<file path="config.mk">
export PLATFORM = sky130hd
export DESIGN_NAME = gun_aim_ctrl_flat
export DESIGN_NICKNAME = d
export VERILOG_FILES = /design/src/rtl/gun_aim_ctrl_if.sv /design/src/rtl/gun_aim_ctrl.sv /design/src/flat_wrapper.sv
export SDC_FILE = /design/constraint.sdc
export NUM_CORES = 1
export LEC_CHECK = 0
export CAP_MARGIN = 20
export CORE_UTILIZATION = 55
export DETAILED_ROUTE_END_ITERATION = 8
export GPL_ROUTABILITY_DRIVEN = 0
export HOLD_SLACK_MARGIN = 0.03
export PLACE_DENSITY = 0.77
export SETUP_SLACK_MARGIN = 0.05
export SYNTH_ARGS = -nofsm -noshare
export SYNTH_HDL_FRONTEND = slang
export SYNTH_SLANG_ARGS = --single-unit
export TNS_END_PERCENT = 20
</file>
<file path="constraint.sdc">
create_clock -name clock_12 -period 6.35 [get_ports clock_12]
set_clock_uncertainty 0.15 [all_clocks]
set_input_delay 0.9525 -clock clock_12 [delete_from_list [all_inputs] [get_ports clock_12]]
set_output_delay 0.9525 -clock clock_12 [all_outputs]
set_load 0.005 [all_outputs]
</file>
<file path="src/rtl/gun_aim_ctrl_if.sv">
// ============================================================================
// gun_aim_ctrl_if : joystick/tick inputs and gun-aim outputs of gun_aim_ctrl.
// Optional GUN_AIM_RECENTER_EN adds the recenter strobe.  Rev 1.0
// ============================================================================
`default_nettype none

interface gun_aim_ctrl_if #(
  parameter int POS_W = 6
);
  logic             tick_4ms;
  logic             left;
  logic             right;
  logic             up;
  logic             down;
`ifdef GUN_AIM_RECENTER_EN
  logic             recenter;
`endif
  logic [POS_W-1:0] gun_h;
  logic [POS_W-1:0] gun_v;
  logic             aim_busy;

  modport master (
    output tick_4ms, left, right, up, down,
`ifdef GUN_AIM_RECENTER_EN
    output recenter,
`endif
    input  gun_h, gun_v, aim_busy
  );

  modport slave (
    input  tick_4ms, left, right, up, down,
`ifdef GUN_AIM_RECENTER_EN
    input  recenter,
`endif
    output gun_h, gun_v, aim_busy
  );
endinterface

`default_nettype wire

</file>
<file path="src/rtl/gun_aim_ctrl.sv">
// ============================================================================
// gun_aim_ctrl : per-axis accelerating light-gun aim sequencer (Turkey Shoot).
// Optional feature macro: GUN_AIM_RECENTER_EN (recenter input).  Rev 1.0
// ============================================================================
`default_nettype none

module gun_aim_ctrl #(
  parameter int POS_W       = 6,
  parameter int POS_MAX     = 63,
  parameter int CENTER      = 32,
  parameter int SLOW_DIV    = 3,
  parameter int FAST_DIV    = 1,
  parameter int ACCEL_TICKS = 24
) (
  input  logic           clock_12,
  input  logic           reset,
  gun_aim_ctrl_if.slave  aim
);

  localparam int DIV_MAX = (SLOW_DIV > FAST_DIV) ? SLOW_DIV : FAST_DIV;
  localparam int DIV_W   = (DIV_MAX > 1) ? $clog2(DIV_MAX) : 1;
  localparam int HOLD_W  = (ACCEL_TICKS > 1) ? $clog2(ACCEL_TICKS) : 1;

  localparam logic [DIV_W-1:0]  C_SLOW_LAST  = DIV_W'(SLOW_DIV - 1);
  localparam logic [DIV_W-1:0]  C_FAST_LAST  = DIV_W'(FAST_DIV - 1);
  localparam logic [HOLD_W-1:0] C_ACCEL_LAST = HOLD_W'(ACCEL_TICKS - 1);
  localparam logic [POS_W-1:0]  C_POS_MAX    = POS_W'(POS_MAX);
  localparam logic [POS_W-1:0]  C_CENTER     = POS_W'(CENTER);

  typedef enum logic [1:0] {
    ST_IDLE = 2'd0,
    ST_SLOW = 2'd1,
    ST_FAST = 2'd2
  } axis_state_e;

  logic                  tick_r_q;
  logic                  tick_edge_w;
  logic                  recenter_w;
  logic                  aim_busy_q;
  logic [1:0]            inc_w;
  logic [1:0]            dec_w;
  logic [1:0]            busy_d_w;
  logic [1:0][POS_W-1:0] pos_w;

  assign tick_edge_w = aim.tick_4ms & ~tick_r_q;
  // Index 0 is the horizontal axis, index 1 the vertical axis (up decrements).
  assign inc_w = {aim.down, aim.right};
  assign dec_w = {aim.up,   aim.left};

`ifdef GUN_AIM_RECENTER_EN
  assign recenter_w = aim.recenter;
`else
  assign recenter_w = 1'b0;
`endif

  always_ff @(posedge clock_12) begin
    if (reset) begin
      tick_r_q <= 1'b0;
    end else begin
      tick_r_q <= aim.tick_4ms;
    end
  end

  for (genvar a = 0; a < 2; a++) begin : g_axis
    axis_state_e       state_q, state_d;
    logic [DIV_W-1:0]  div_q, div_d;
    logic [HOLD_W-1:0] hold_q, hold_d;
    logic              dir_q, dir_d;
    logic [POS_W-1:0]  pos_q, pos_d;
    logic              step_w;
    logic              move_w;
    logic              dir_w;

    // Both directions pressed cancels to no movement; dir 1 means increment.
    assign move_w = inc_w[a] ^ dec_w[a];
    assign dir_w  = inc_w[a];

    always_comb begin
      state_d = state_q;
      div_d   = div_q;
      hold_d  = hold_q;
      dir_d   = dir_q;
      step_w  = 1'b0;
      if (tick_edge_w) begin
        if (!move_w) begin
          state_d = ST_IDLE;
          div_d   = '0;
          hold_d  = '0;
        end else if ((state_q == ST_IDLE) || (dir_w != dir_q)) begin
          step_w  = 1'b1;
          state_d = ST_SLOW;
          div_d   = '0;
          hold_d  = '0;
          dir_d   = dir_w;
        end else if (state_q == ST_SLOW) begin
          if (div_q == C_SLOW_LAST) begin
            step_w = 1'b1;
            div_d  = '0;
          end else begin
            div_d = div_q + DIV_W'(1);
          end
          // Promotion resets the divider even if it just counted this tick.
          if (hold_q == C_ACCEL_LAST) begin
            state_d = ST_FAST;
            div_d   = '0;
          end else begin
            hold_d = hold_q + HOLD_W'(1);
          end
        end else begin
          if (div_q == C_FAST_LAST) begin
            step_w = 1'b1;
            div_d  = '0;
          end else begin
            div_d = div_q + DIV_W'(1);
          end
        end
      end

      pos_d = pos_q;
      if (step_w) begin
        if (dir_w) begin
          if (pos_q != C_POS_MAX) pos_d = pos_q + POS_W'(1);
        end else begin
          if (pos_q != '0) pos_d = pos_q - POS_W'(1);
        end
      end
    end

    always_ff @(posedge clock_12) begin
      if (reset || recenter_w) begin
        state_q <= ST_IDLE;
        div_q   <= '0;
        hold_q  <= '0;
        dir_q   <= 1'b0;
        pos_q   <= C_CENTER;
      end else begin
        state_q <= state_d;
        div_q   <= div_d;
        hold_q  <= hold_d;
        dir_q   <= dir_d;
        pos_q   <= pos_d;
      end
    end

    assign pos_w[a]    = pos_q;
    assign busy_d_w[a] = (state_d != ST_IDLE);
  end

  always_ff @(posedge clock_12) begin
    if (reset || recenter_w) begin
      aim_busy_q <= 1'b0;
    end else begin
      aim_busy_q <= |busy_d_w;
    end
  end

  assign aim.gun_h    = pos_w[0];
  assign aim.gun_v    = pos_w[1];
  assign aim.aim_busy = aim_busy_q;

endmodule

`default_nettype wire

</file>
<file path="src/flat_wrapper.sv">
// flat-port wrapper written by rule: the top's interface ports become plain ports
module gun_aim_ctrl_flat 
#(
  parameter int POS_W       = 6,
  parameter int POS_MAX     = 63,
  parameter int CENTER      = 32,
  parameter int SLOW_DIV    = 3,
  parameter int FAST_DIV    = 1,
  parameter int ACCEL_TICKS = 24
)
  (clock_12, reset, aim_tick_4ms, aim_left, aim_right, aim_up, aim_down, aim_gun_h, aim_gun_v, aim_aim_busy);
  gun_aim_ctrl_if #(.POS_W(POS_W)) aim_i ();
  input  logic clock_12;
  input  logic reset;
  input wire logic [$bits(aim_i.tick_4ms)-1:0] aim_tick_4ms;
  input wire logic [$bits(aim_i.left)-1:0] aim_left;
  input wire logic [$bits(aim_i.right)-1:0] aim_right;
  input wire logic [$bits(aim_i.up)-1:0] aim_up;
  input wire logic [$bits(aim_i.down)-1:0] aim_down;
  output wire logic [$bits(aim_i.gun_h)-1:0] aim_gun_h;
  output wire logic [$bits(aim_i.gun_v)-1:0] aim_gun_v;
  output wire logic [$bits(aim_i.aim_busy)-1:0] aim_aim_busy;
  assign aim_i.tick_4ms = aim_tick_4ms;
  assign aim_i.left = aim_left;
  assign aim_i.right = aim_right;
  assign aim_i.up = aim_up;
  assign aim_i.down = aim_down;
  assign aim_gun_h = aim_i.gun_h;
  assign aim_gun_v = aim_i.gun_v;
  assign aim_aim_busy = aim_i.aim_busy;
  gun_aim_ctrl #(.POS_W(POS_W), .POS_MAX(POS_MAX), .CENTER(CENTER), .SLOW_DIV(SLOW_DIV), .FAST_DIV(FAST_DIV), .ACCEL_TICKS(ACCEL_TICKS)) u_core (.clock_12(clock_12), .reset(reset), .aim(aim_i));
endmodule
</file>
==> key figures, run 1 <==
Hold path
  – Hold_sp: u_core.g_axis[0].hold_q[4]
  – Worst hold path type: reg2reg

CTS
  – CTS Buf Count: 5
  – H-tree levels: 2
  – Clk slew on worst S/H paths: around 0.07 ns
  – CTS tree: yes
  – Hold-fix buffers, CTS: 0
  – Post-CTS Setup Bufs: 0
  – CTS Root Cell: clkbuf_8
  – PostCTS Resize Cnt: 0
  – CTS Buffer Depth: 2
  – Clk_lat worst skew: 0.29 ns
  – # clock sinks: 34

Setup path
  – Buffer and inverter count on the worst path: 2
  – Delay-heaviest family, CP: compound AO/OA/AOI/OAI gates
  – Critical path fanouts, max: 9
  – Required @ worst endpoint: about 6.4 ns
  – Reg2reg start: u_core.aim.gun_v[1]
  – CP arrival: 3.59 ns
  – Crit Path Class: in2reg
  – Worst setup EP type: flop
  – CP Launch Type: input pin
  – Crit. Startpoint: aim_down
  – Slowest stage delay, CP: 0.69 ns
  – Cell Chain, Critical Path: clkdlybuf4s50_1 -> inv_1 -> ha_1 -> a211o_1 -> a2111oi_0 -> a41oi_1 -> o2111ai_1 -> mux2i_1
  – CP max stage cell: clkdlybuf4s50_1

Detailed routing
  – Final wirelength: 4400 um
  – DR iter-0 viols: 100
  – Vias per cell: between 5 and 6
  – First-pass iteration count of the detailed router: 4
  – Antenna-violating nets left: 0
  – DRC viols: 0
  – Wire per inst: 13.9 um
  – DR vias: 1890

Synth
  – Synth Register Bits: 34
  – Cells after Synth: 249
  – Post-Syn Area: between 2000 and 2500 um2
  – Yosys top cell by area: dfxtp_1
  – Post-synth net total: 278
  – Netlist cell types: 52
  – Synth async-reset ratio: 0%
  – Ys Warns: 0
  – Mapped Avg Cell Area: 8.88 um2
  – Post-synthesis sequential area ratio: 30.8%
  – Synth Flop Type: dfxtp_1
  – Post-synth EDFFs: 0
  – Synth area leaders: dfxtp_1 31%, ha_1 11%, nor2_1 4.6%
  – Post-synth top area share: between 30% and 40%

Power
  – Pint: approximately 0.36 mW
  – Maximum vdd ir drop: 0.123 mV
  – Comb power frac: 20.7%
  – Total power divided by cell area: 203 nW/um2
  – Seq pwr share: between 40% and 50%
  – Leakage power: 0.924 nW
  – Switching power: 0.149 mW
  – Switching part of the total power: 29.2%
  – Clk pwr share: 33.1%

STA
  – Final slew viol count: 0
  – Final min period: 3.52 ns
  – Final Cycle Share: 55.4%
  – Final setup violation count: 0
  – Slew at the pin closest to its max-slew limit: 0.828 ns
  – Max-slew headroom: 44.3%
  – Final setup TNS: 0 ns
  – Fmax: ~0.28 GHz
  – Final hold violation count: 0
  – RSZ-0062 raised after global routing: false

Global route
  – GR Util All Layers: between 20% and 30%
  – Largest net degree at the start of global routing: 23
  – Initial antenna violation count: 0
  – First-pass GRT wire length: between 7000 and 8000 um
  – Vias in the first global route: 1750
  – Overflow after GRT: 0

Floorplanning
  – Height of the chip: roughly 65 um
  – Die extent in x: 65.4 um
  – Core Rows: 22
  – Initial core utilization: 58.7%
  – Io pins: 20
  – Die footprint: 4280 um2
  – Core Footprint: 3770 um2

Cells and area
  – Syn-to-layout area delta: 14.0%
  – Final std cells w/o fill: 316
  – Share of cells above drive strength 1: 6.72%
  – # diodes: 0
  – Nets: 296
  – Final Util: 66.9%

Placement
  – DP Cell Count: 308
  – PortBufs: 19
  – Post-DP HPWL: 3080 um

Job
  – Max cap viols: 0

Run status
  – Outcome: complete, no violations
## metal layers
layer	wire, um	vias up	global-route usage, %
li1	-	975	-
met1	2230	877	29.2
met2	1980	32	37.5
met3	134	6	4.34
met4	53	0	7.88
met5	0	-	0
## cell usage after synthesis, types with 2 or more instances
cell	number
a2111oi_0	2
a211o_1	2
a211oi_1	4
a21o_1	3
a21oi_1	18
a221oi_1	2
a222oi_1	2
a22oi_1	3
a311oi_1	2
a31oi_1	3
a41oi_1	4
and3b_1	2
and4b_1	2
buf_2	2
clkbuf_1	6
dfxtp_1	34
fa_1	2
ha_1	20
inv_1	11
mux2i_1	8
nand2_1	9
nand2b_1	5
nand3_1	6
nand3b_1	2
nand4_1	5
nor2_1	27
nor2b_1	6
nor3_1	4
nor3b_1	2
nor4_1	2
nor4_2	2
o21a_1	3
o21ai_0	13
o22ai_1	2
or4_1	6
xnor2_1	7
## power groups by stage
stage	registers, mW	clock network, mW	logic [mW]
after CTS	0.236	0.170	0.106
after global placement	0.241	0	0.103
after floorplan	0.239	0	0.0742
final	0.237	0.170	0.106
after detailed placement	0.241	0	0.105
after global routing	0.238	0.181	0.118
## worst min-delay path, stage by stage, from the launching register on
cell	delay [ns]
dfxtp_1	0.33
o21ai_0	0.07
a21oi_1	0.06
## registers in the layout, indices dropped and copies added, names as in the netlist
register,count
u_core.g_axis.hold_q,10
u_core.aim.aim_busy,1
u_core.g_axis.state_q,4
u_core.g_axis.div_q,4
u_core.g_axis.dir_q,2
u_core.aim.gun_v,6
u_core.aim.gun_h,6
u_core.tick_r_q,1
## path summary, 6_finish.rpt
check | to | slack (ns) | cells after the start
worst max-delay path | u_core.aim.gun_v[5] | 2.83 | 8
worst min-delay path | u_core.g_axis[0].hold_q[4] | 0.35 | 2
worst max register to register | u_core.aim.gun_v[5] | 4.03 | 6
worst min register to register | u_core.g_axis[0].hold_q[4] | 0.35 | 2
## cells by family (layout without fill, tap and decap cells)
logic type / count (synthesis) / after routing / synth area share, %
and+or+nand+nor: 85 / 85 / 22.2
AOI/OAI and AO/OA: 71 / 71 / 22.7
DFF: 34 / 34 / 30.8
adders and majority gates: 22 / 22 / 13.1
buffers and inverters: 20 / 39 / 3.68
xor gates and xnor gates: 9 / 9 / 3.90
muxes: 8 / 8 / 3.62
## metrics by stage
stage / hold slack, ns / total power [mW] / area, um2 / worst slack [ns]
global route: 0.388 / 0.537 / 2520 / 2.71
CTS: 0.350 / 0.513 / 2520 / 2.84
floorplan: 0.303 / 0.313 / 2210 / 3.54
finish: 0.355 / 0.513 / 2520 / 2.83
detailed placement: 0.336 / 0.346 / 2430 / 2.54
global placement: 0.320 / 0.344 / 2430 / 2.84
## layout make-up
| class | instances | area (um2) |
|---|---|---|
| inverters | 11 | 41.3 |
| flip-flops and latches | 34 | 681 |
| clock inverters | 1 | 5.00 |
| fillers | 305 | 1250 |
| repair buffers | 20 | 198 |
| clock buffers | 7 | 86.3 |
| multi-input cells | 195 | 1450 |
| well taps | 48 | 60.1 |
## layout by cell type (no fill, tap or decap), types with 3 or more instances in the layout
cell,n
a211oi_1,4
a21o_1,3
a21oi_1,18
a22oi_1,3
a31oi_1,3
a41oi_1,4
clkbuf_8,6
clkdlybuf4s50_1,19
dfxtp_1,34
ha_1,20
inv_1,11
mux2i_1,8
nand2_1,9
nand2b_1,5
nand3_1,6
nand4_1,5
nor2_1,27
nor2b_1,6
nor3_1,4
o21a_1,3
o21ai_0,13
or4_1,6
xnor2_1,7
(Power assumes the default switching activity.)
==> run 2, diff against run 1 <==
--- a/config.mk
+++ b/config.mk
@@ -6,11 +6,11 @@
 export NUM_CORES = 1
 export LEC_CHECK = 0
 export CAP_MARGIN = 20
-export CORE_UTILIZATION = 55
+export CORE_UTILIZATION = 52
 export DETAILED_ROUTE_END_ITERATION = 8
 export GPL_ROUTABILITY_DRIVEN = 0
 export HOLD_SLACK_MARGIN = 0.03
-export PLACE_DENSITY = 0.77
+export PLACE_DENSITY = 0.76
 export SETUP_SLACK_MARGIN = 0.05
 export SYNTH_ARGS = -nofsm -noshare
 export SYNTH_HDL_FRONTEND = slang
==> constraint.sdc (replaced) <==
create_clock -name clock_12 -period 3.2 [get_ports clock_12]
set_clock_uncertainty 0.15 [all_clocks]
set_input_delay 0.48 -clock clock_12 [delete_from_list [all_inputs] [get_ports clock_12]]
set_output_delay 0.48 -clock clock_12 [all_outputs]
set_load 0.005 [all_outputs]
==> run 2 against run 1 <==
Effect of this change:
- cell count is 2.5% higher
- clock power increased by 130%
- final area grew 2.6%
- critical path depth did not move
- sequential power up 98%
- non-clock buffer count up 6
- via count is essentially flat
- global-route usage down 1.5 points
- register-to-register slack worse by 2.9 ns
- setup slack got worse by 2.1 ns
- flip-flop and latch count did not move
- critical endpoint unchanged
==> key figures, run 2 (same netlist as run 1, synthesis figures left out) <==
CTS
  – Hold-fix buffers, CTS: 0 (unchanged)
  – CTS Buffer Depth: 2 (unchanged)
  – CTS Root Cell: clkbuf_8
  – Post-CTS Setup Bufs: 0 (unchanged)
  – Clk slew on worst S/H paths: 0.08 ns (about the same)
  – Clk_lat worst skew: 0.29 ns (about the same)
  – CTS Buf Count: 5 (unchanged)
  – # clock sinks: 34 (unchanged)
  – H-tree levels: 2 (unchanged)
  – PostCTS Resize Cnt: 0 (unchanged)
  – CTS tree: yes

Power
  – Total power divided by cell area: 419 nW/um2 (+110%)
  – Pwr Total: 1.08 mW (+110%)
  – Maximum vdd ir drop: 0.251 mV (+100%)
  – Leakage power: 0.956 nW (+3.5%)

Detailed routing
  – DRC viols: 0 (unchanged)
  – First-pass iteration count of the detailed router: 4 (unchanged)
  – DR vias: 1891 (+0.053%)
  – Vias per cell: 5.84 (-2.4%)
  – Final wirelength: 4460 um (+1.4%)
  – DR iter-0 viols: 104 (+4.0%)
  – Wire per inst: 13.8 um (-1.1%)
  – Antenna-violating nets left: 0 (unchanged)

STA
  – Slew at the pin closest to its max-slew limit: 0.614 ns (-0.214 ns)
  – Final hold violation count: 0 (unchanged)
  – Final min period: 2.49 ns
  – Final slew viol count: 0 (unchanged)
  – Final Cycle Share: 77.8%
  – Final setup violation count: 0 (unchanged)
  – Max-slew headroom: 59.1% (+15 points)
  – RSZ-0062 raised after global routing: false
  – Fmax: 0.402 GHz
  – Final setup TNS: 0 ns (unchanged)

Floorplanning
  – Core Rows: 23 (+4.5%)
  – Die extent in x: 67.2 um (+2.8%)
  – Height of the chip: 67.2 um (+2.8%)
  – Initial core utilization: 54.9% (-3.8 points)
  – Core Footprint: 4030 um2 (+6.8%)
  – Die footprint: 4520 um2 (+5.6%)
  – Io pins: 20 (unchanged)

Cells and area
  – Max FFs per register: 10 (unchanged)
  – Final std cells w/o fill: 324 (+2.5%)
  – Nets: 302 (+2.0%)
  – Design Area, Final: 2590 um2 (+2.6%)
  – Final Util: 64.2% (-2.6 points)
  – Most frequent cells in the layout: 34 x dfxtp_1, 27 x nor2_1, 20 x ha_1
  – # diodes: 0 (unchanged)
  – Largest Register: u_core.g_axis.hold_q
  – Share of cells above drive strength 1: 8.76% (+2.0 points)
  – Commonest non-fill, non-tap cell in the layout: dfxtp_1
  – Fillers: 359 (+18%)
  – Syn-to-layout area delta: 17.0%

Global route
  – Initial antenna violation count: 0 (unchanged)
  – Overflow after GRT: 0 (unchanged)
  – First-pass GRT wire length: 7270 um (-4.7%)
  – Vias in the first global route: 1678 (-4.1%)
  – Largest net degree at the start of global routing: 21 (-8.7%)
  – GR Util All Layers: 21.1% (-1.5 points)

Placement
  – Area post-placement: 2480 um2 (+2.0%)
  – PortBufs: 19 (unchanged)
  – Post-DP HPWL: 3240 um (+5.3%)
  – DP Cell Count: 316 (+2.6%)

Setup path
  – Depth of the most critical reg-to-reg path: 6 (unchanged)
  – CP arrival: 2.57 ns (-1.02 ns)
  – CP Launch Type: input pin
  – End point of the critical path: u_core.aim.gun_v[5]
  – Critical path fanouts, max: 9 (unchanged)
  – R2R Setup Slk: 1.09 ns (-2.94 ns)
  – Crit. Startpoint: aim_down
  – Required @ worst endpoint: 3.28 ns (-3.14 ns)
  – Reg2reg start: u_core.aim.gun_v[1]
  – R2R Path End: u_core.aim.gun_v[5]
  – Crit Path Class: in2reg
  – Worst setup EP type: flop

Job
  – Max cap viols: 0 (unchanged)

Run status
  – Outcome: complete, no violations

Hold path
  – Worst hold path type: reg2reg
## run 2: cell count changes in the layout (fill, tap and decap cells not counted)
cell / previous run / this run
clkinvlp_4: 0 / 1
buf_4: 1 / 7
clkinv_2: 1 / 0
clkbuf_8: 6 / 5
bufinv_16: 0 / 1
## run 2: area by class of cell
class	instances	area (um2)	area share (%)
clock inverters	2	37.5	1.45
well taps	50	62.6	2.42
multi-input cells	195	1450	56.0
flip-flops and latches	34	681	26.3
clock buffers	6	72.6	2.80
repair buffers	26	243	9.38
inverters	11	41.3	1.60
## run 2: worst min path at each step
stage | from | to | cells past startpoint
2_1_floorplan | u_core.g_axis[1].hold_q[4] | u_core.g_axis[1].hold_q[4] | 2
3_3_place_gp | u_core.g_axis[1].hold_q[4] | u_core.g_axis[1].hold_q[4] | 2
3_5_place_dp | u_core.g_axis[1].hold_q[4] | u_core.g_axis[1].hold_q[4] | 2
4_1_cts | u_core.g_axis[1].hold_q[4] | u_core.g_axis[1].hold_q[4] | 2
5_1_grt | u_core.g_axis[1].hold_q[4] | u_core.g_axis[1].hold_q[4] | 2
6_report | u_core.g_axis[1].hold_q[4] | u_core.g_axis[1].hold_q[4] | 2
## run 2: metal layers
layer,vias up,track usage (%),routed length (um)
li1,982,-,-
met1,878,25.2,2220
met2,24,35.8,2020
met3,7,5.91,152
met4,0,7.71,62
met5,-,0,0
## run 2: stage by stage
step / setup slack, ns / hold slack (ns)
after floorplan: 0.862 / 0.303
after global placement: 0.491 / 0.323
after detailed placement: 0.391 / 0.329
after CTS: 0.723 / 0.338
after global routing: 0.549 / 0.378
final: 0.710 / 0.334
## run 2: worst max-delay path: stages
cell             delay [ns]
clkdlybuf4s50_1        0.41
inv_1                  0.23
ha_1                   0.30
a211o_1                0.33
a2111oi_0              0.38
a41oi_1                0.10
o2111ai_1              0.15
mux2i_1                0.19
## run 2: power by group
part           switching (mW)  internal [mW]  total (mW)
Clock                   0.167          0.232       0.399
Sequential             0.0275          0.442       0.470
Combinational           0.106          0.109       0.215
